$ cat config.mk
export PLATFORM = sky130hd
export DESIGN_NAME = shift_pipe_arbiter_flat
export DESIGN_NICKNAME = d
export VERILOG_FILES = /design/src/rtl/shift_pipe_arbiter_if.sv /design/src/rtl/shift_pipe_arbiter.sv /design/src/flat_wrapper.sv
export SDC_FILE = /design/constraint.sdc
export NUM_CORES = 1
export LEC_CHECK = 0
export CORE_MARGIN = 2
export CORE_UTILIZATION = 40
export DETAILED_ROUTE_END_ITERATION = 10
export PLACE_DENSITY = 0.7
export SYNTH_ARGS = -nofsm -noshare
export SYNTH_HDL_FRONTEND = slang
export SYNTH_SLANG_ARGS = --single-unit
export TNS_END_PERCENT = 50
$ cat constraint.sdc
create_clock -name clk -period 4.95 [get_ports clk]
set_input_delay 0.7425 -clock clk [delete_from_list [all_inputs] [get_ports clk]]
set_output_delay 0.7425 -clock clk [all_outputs]
set_load 0.01 [all_outputs]
$ cat src/rtl/shift_pipe_arbiter_if.sv
// Requester/response bundle for shift_pipe_arbiter: two request channels,
// their acks, and the deserialized result with its owner id.
interface shift_pipe_arbiter_if #(
  parameter int unsigned WIDTH = 8
);
  logic             req0;
  logic [WIDTH-1:0] data0;
  logic             req1;
  logic [WIDTH-1:0] data1;
  logic             ack0;
  logic             ack1;
  logic             busy;
  logic             sout;
  logic             done;
  logic [WIDTH-1:0] rdata;
  logic             rid;

  modport master (
    output req0, data0, req1, data1,
    input  ack0, ack1, busy, sout, done, rdata, rid
  );

  modport slave (
    input  req0, data0, req1, data1,
    output ack0, ack1, busy, sout, done, rdata, rid
  );
endinterface

$ cat src/rtl/shift_pipe_arbiter.sv
// Round-robin arbiter sharing a DEPTH-stage serial pipeline between two
// requesters; words go in LSB-first and are reassembled at the far end.
module shift_pipe_arbiter #(
  parameter int unsigned WIDTH = 8,
  parameter int unsigned DEPTH = 2
) (
  input  logic                  clk,
  input  logic                  rst,
  shift_pipe_arbiter_if.slave   bus
);

  localparam int unsigned CW = $clog2(WIDTH + DEPTH + 1);
  localparam logic [CW-1:0] LAST_SHIFT = CW'(WIDTH - 1);
  localparam logic [CW-1:0] LAST_FLUSH = CW'(WIDTH + DEPTH - 1);
  localparam logic [CW-1:0] CAP_FIRST  = CW'(DEPTH);

  typedef enum logic [1:0] {IDLE, SHIFT, FLUSH, DONE} state_t;

  state_t           state_q, state_d;
  logic [WIDTH-1:0] shreg_q;
  logic [WIDTH-2:0] desr_q;
  logic [WIDTH-1:0] desr_next;
  logic [WIDTH-1:0] rdata_q;
  logic [CW-1:0]    cnt_q;
  logic [DEPTH-1:0] pipe_q;
  logic             last_grant_q, owner_q, rid_q, ack0_q, ack1_q;
  logic             grant, gnt_id, sin, capture, finish;

  always_ff @(posedge clk or posedge rst) begin
    if (rst) state_q <= IDLE;
    else     state_q <= state_d;
  end

  always_comb begin
    state_d = state_q;
    grant   = 1'b0;
    sin     = 1'b0;
    // On a tie the requester that did not win last time gets the pipe.
    gnt_id  = bus.req1 & (~bus.req0 | ~last_grant_q);
    case (state_q)
      IDLE: begin
        if (bus.req0 || bus.req1) begin
          grant   = 1'b1;
          state_d = SHIFT;
        end
      end
      SHIFT: begin
        sin = shreg_q[0];
        if (cnt_q == LAST_SHIFT) state_d = FLUSH;
      end
      FLUSH: begin
        if (cnt_q == LAST_FLUSH) state_d = DONE;
      end
      DONE:    state_d = IDLE;
      default: state_d = IDLE;
    endcase
  end

  // The counter spans SHIFT and FLUSH; capture starts once the first bit
  // has crossed all DEPTH stages and ends on the last FLUSH edge.
  assign capture   = ((state_q == SHIFT) || (state_q == FLUSH)) && (cnt_q >= CAP_FIRST);
  assign finish    = (state_q == FLUSH) && (cnt_q == LAST_FLUSH);
  assign desr_next = {pipe_q[DEPTH-1], desr_q};

  always_ff @(posedge clk or posedge rst) begin
    if (rst) begin
      shreg_q      <= '0;
      desr_q       <= '0;
      rdata_q      <= '0;
      cnt_q        <= '0;
      pipe_q       <= '0;
      last_grant_q <= 1'b1;
      owner_q      <= 1'b0;
      rid_q        <= 1'b0;
      ack0_q       <= 1'b0;
      ack1_q       <= 1'b0;
    end else begin
      ack0_q    <= grant & ~gnt_id;
      ack1_q    <= grant & gnt_id;
      pipe_q[0] <= sin;
      for (int unsigned i = 1; i < DEPTH; i++) pipe_q[i] <= pipe_q[i-1];

      if (grant) begin
        shreg_q      <= gnt_id ? bus.data1 : bus.data0;
        owner_q      <= gnt_id;
        last_grant_q <= gnt_id;
        cnt_q        <= '0;
      end else if (state_q == SHIFT) begin
        shreg_q <= {1'b0, shreg_q[WIDTH-1:1]};
        cnt_q   <= cnt_q + 1'b1;
      end else if (state_q == FLUSH) begin
        cnt_q <= cnt_q + 1'b1;
      end

      if (capture) desr_q <= desr_next[WIDTH-1:1];
      if (finish) begin
        rdata_q <= desr_next;
        rid_q   <= owner_q;
      end
    end
  end

  assign bus.ack0  = ack0_q;
  assign bus.ack1  = ack1_q;
  assign bus.busy  = (state_q != IDLE);
  assign bus.sout  = pipe_q[DEPTH-1];
  assign bus.done  = (state_q == DONE);
  assign bus.rdata = rdata_q;
  assign bus.rid   = rid_q;

endmodule
$ cat src/flat_wrapper.sv
// flat-port wrapper written by rule: the top's interface ports become plain ports
module shift_pipe_arbiter_flat 
#(
  parameter int unsigned WIDTH = 8,
  parameter int unsigned DEPTH = 2
)
  (clk, rst, bus_req0, bus_data0, bus_req1, bus_data1, bus_ack0, bus_ack1, bus_busy, bus_sout, bus_done, bus_rdata, bus_rid);
  shift_pipe_arbiter_if #(.WIDTH(WIDTH)) bus_i ();
  input  logic clk;
  input  logic rst;
  input wire logic [$bits(bus_i.req0)-1:0] bus_req0;
  input wire logic [$bits(bus_i.data0)-1:0] bus_data0;
  input wire logic [$bits(bus_i.req1)-1:0] bus_req1;
  input wire logic [$bits(bus_i.data1)-1:0] bus_data1;
  output wire logic [$bits(bus_i.ack0)-1:0] bus_ack0;
  output wire logic [$bits(bus_i.ack1)-1:0] bus_ack1;
  output wire logic [$bits(bus_i.busy)-1:0] bus_busy;
  output wire logic [$bits(bus_i.sout)-1:0] bus_sout;
  output wire logic [$bits(bus_i.done)-1:0] bus_done;
  output wire logic [$bits(bus_i.rdata)-1:0] bus_rdata;
  output wire logic [$bits(bus_i.rid)-1:0] bus_rid;
  assign bus_i.req0 = bus_req0;
  assign bus_i.data0 = bus_data0;
  assign bus_i.req1 = bus_req1;
  assign bus_i.data1 = bus_data1;
  assign bus_ack0 = bus_i.ack0;
  assign bus_ack1 = bus_i.ack1;
  assign bus_busy = bus_i.busy;
  assign bus_sout = bus_i.sout;
  assign bus_done = bus_i.done;
  assign bus_rdata = bus_i.rdata;
  assign bus_rid = bus_i.rid;
  shift_pipe_arbiter #(.WIDTH(WIDTH), .DEPTH(DEPTH)) u_core (.clk(clk), .rst(rst), .bus(bus_i));
endmodule
==> metrics.md <==
| Metric | Value |
|---|---|
| Status | `finished clean` |
| GRT met3 Usage | `6.01%` |
| Switching Power | `between 0.4 and 0.5 mW` |
| PD cells | `about 570 nW/µm²` |
| Critical path launch point type | `flip-flop` |
| Placed insts | `~220` |
| Syn Nets | `172` |
| Yosys warns | `0` |
| Cells after Synth | `roughly 140` |
| Via count | `roughly 1200` |
| Post-synth EDFFs | `0` |
| Met1 Usage GRT | `around a fifth` |
| Cell Int Power | `a little under 0.8 mW` |
| Port bufs | `33` |
| Cts hold-fix bufs | `0` |
| Clock Pin Slew Worst Setup and Hold Paths | `~0.07 ns` |
| Worst Path Class, Setup | `flip-flop to output pin` |
| Hold/Removal Path Class | `flip-flop to flip-flop` |
| Clk Latency, worst-skew pair | `0.28 ns` |
| Gate power share | `43.2%` |
| Register Area | `902 µm²` |
| CTS sink cnt | `36` |
| Relative slew margins | `roughly three fifths` |
| H-tree depth | `2` |
| Number of CTS-inserted buffers | `5` |
| Drc violations | `0` |
| CP arrival | `approximately 1.7 ns` |
| Final GP Congestion | `0.838` |
| Hold Slack | `about 0.36 ns` |
| DP HPWL | `approximately 2400 µm` |
| Net Sw Frac | `35.5%` |
| Sequential share of the synthesized area | `between 50% and 60%` |
| Initial antenna violation count | `0` |
| Die width | `around 69 µm` |
| Initial DRT Pass Iterations | `4` |
| Overall power | `around 1.2 mW` |
| Fill cells | `around 340` |
| Vias in the first global route | `around 1200` |
| Clock power frac | `~17%` |
| Wire length of the first global-routing pass | `5530 µm` |
| Root Driver | `clkbuf_8` |
| Number of I/O pins | `34` |
| Top_reg_cell synth | `dfrtp_1` |
| GRT Max-Usage Layer | `met2` |
| CORE AREA | `4000 µm²` |
| Drt wl/cell | `13.9 µm` |
| Count of unique library cells instantiated by Yosys | `29` |
| Multi-input combinational cell area | `between 700 and 800 µm²` |
| Unrepaired setup endpoints after global routing | `false` |
| P&R area growth vs syn | `28.0%` |
| Max-slew violations | `0` |
| Crit Path Max Fanout | `7` |
| Max-cap viol count | `0` |
| Reg power frac | `between 30% and 40%` |
| Setup Skew | `around 0.0064 ns` |
| Tmin final | `approximately 2.4 ns` |
| Filler-free cell count of the finished design | `230` |
| Setup WS pre-CTS | `2.70 ns` |
| Mapped cell area | `roughly 1700 µm²` |
| Full die area | `4720 µm²` |
| Mean Syn Cell Area | `between 10 and 15 µm²` |
| Fin crit share | `between 40 and 50%` |
| Die H | `~70 µm` |
| Final setup violation count | `0` |
| F_max | `416 MHz` |
| Largest net degree at the start of global routing | `37` |
| Std-Cell Rows | `23` |
| Async set-reset flop share out of synthesis | `100%` |
| Yosys reg bits | `36` |
| Worst-Margin Slew | `~0.57 ns` |
| Share of cells above drive strength 1 | `15.0%` |
| Via/cell ratio | `a little over 5` |
| ANT nets after route | `0` |
| # diodes | `0` |
| Pleak | `about 0.97 nW` |
| Setup TNS | `0 ns` |
| Clk buf depth | `2` |
| Gates resized, CTS repair | `0` |
| CTS tree | `done` |
| Endpoints failing hold | `0` |
| Worst VDD drop | `about 240 µV` |
| Post-layout nets | `between 200 and 250` |
| Final worst setup slack | `around 2.5 ns` |
| Initial DRC count | `74` |
| GRT Overall Usage | `about 16%` |
| Met2 Use GR | `between 20% and 30%` |
| Crit. End Element | `output pin` |
| Initial Util | `41.9%` |
| WP data required | `roughly 4.2 ns` |
| Post-CTS setup buffers | `0` |
| Total gr overflow | `0` |
| Total Wirelength | `roughly 3200 µm` |
sequential cells by signal, indices dropped and copies added (netlist names):
| register | count |
|---|---|
| u_core.state_q | 2 |
| u_core.pipe_q | 2 |
| u_core.shreg_q | 8 |
| u_core.desr_q | 7 |
| u_core.bus.ack0 | 1 |
| u_core.bus.rdata | 8 |
| u_core.bus.ack1 | 1 |
| u_core.last_grant_q | 1 |
| u_core.owner_q | 1 |
| u_core.bus.rid | 1 |
| u_core.cnt_q | 4 |
path summary, 6_finish.rpt:
check | from | endpoint | depth (start not counted) | slack [ns]
setup / recovery | u_core.state_q[0] | bus_busy | 4 | 2.54
hold / removal | u_core.pipe_q[0] | u_core.pipe_q[1] | 0 | 0.36
setup reg to reg | u_core.cnt_q[0] | u_core.desr_q[4] | 4 | 3.15
hold reg to reg | u_core.pipe_q[0] | u_core.pipe_q[1] | 0 | 0.36
max in group asynchronous | rst | u_core.last_grant_q | 3 | 3.75
min in group asynchronous | rst | u_core.cnt_q[2] | 3 | 0.87
per-layer routing:
layer / wire, µm / part of all wire [%]
met2: 1550 / 49
met3: 205 / 6.4
met5: 0 / 0
met4: 8 / 0.25
met1: 1430 / 45
critical path, cell delays in order (launching register included):
cell and delay, ns:
dfrtp_1 0.38, inv_1 0.10, ha_1 0.29, inv_1 0.08, clkdlybuf4s50_1 0.52
stage by stage:
step / instance area, µm² / util (%)
after floorplan: 1670 / -
after global placement: 2050 / 51.3
after detailed placement: 2050 / 51.3
after CTS: 2140 / 53.6
after global routing: 2140 / 53.6
final: 2140 / 53.6
power by group through the flow:
stage	sequential (mW)	combinational, mW	clock [mW]
floorplan	0.475	0.379	0
global placement	0.480	0.509	0
detailed placement	0.487	0.533	0
CTS	0.483	0.534	0.219
global route	0.496	0.590	0.233
finish	0.482	0.525	0.209
layout by cell type (no fill, tap or decap):
cell type	count
clkdlybuf4s50_1	33
xnor2_1	1
inv_1	8
dfstp_2	1
nor3b_1	1
nand3_1	14
a32o_1	2
ha_1	8
o21a_1	1
clkbuf_1	2
a211oi_1	1
nor2_1	4
nand2b_1	1
dfrtp_1	35
nand3b_1	2
mux2_4	1
o21ai_0	7
a221o_1	1
clkbuf_8	6
buf_4	1
nor3_1	7
a21oi_1	1
nand4b_2	1
nand2_1	7
a2111oi_0	1
o21ai_1	1
xor2_1	2
nand4_1	1
and2_1	5
mux2_2	16
o41ai_4	1
a31oi_1	7
Yosys cell counts, types with 4 or more instances:
cell type / count / share of area [%]
mux2_2: 16 / 11
o21ai_0: 7 / 2.1
clkbuf_1: 6 / 1.3
nor2_1: 4 / 0.90
inv_1: 8 / 1.8
nand2_1: 7 / 1.6
nand3_1: 14 / 4.2
nor3_1: 7 / 2.1
dfrtp_1: 35 / 52
ha_1: 8 / 6.0
a31oi_1: 7 / 2.6
and2_1: 5 / 1.9
cells by family (layout without fill, tap and decap cells):
family / Yosys count / in the layout / synth area share (%)
AOI/OAI and AO/OA: 23 / 23 / 10.2
xor gates and xnor gates: 3 / 3 / 1.57
adders and majority gates: 8 / 8 / 5.98
buffers and inverters: 14 / 50 / 3.14
DFF: 36 / 36 / 53.9
muxes: 17 / 17 / 11.7
and+or+nand+nor: 43 / 43 / 13.6
area by class of cell:
type / count / share of cell area (%)
Clock buffer: 8 / 4.21
Inverter: 8 / 1.40
Multi-Input combinational cell: 94 / 33.6
Sequential cell: 36 / 42.1
Tap cell: 50 / 2.92
Timing Repair Buffer: 34 / 15.8
No activity file was read; power rests on OpenSTA's default activity.
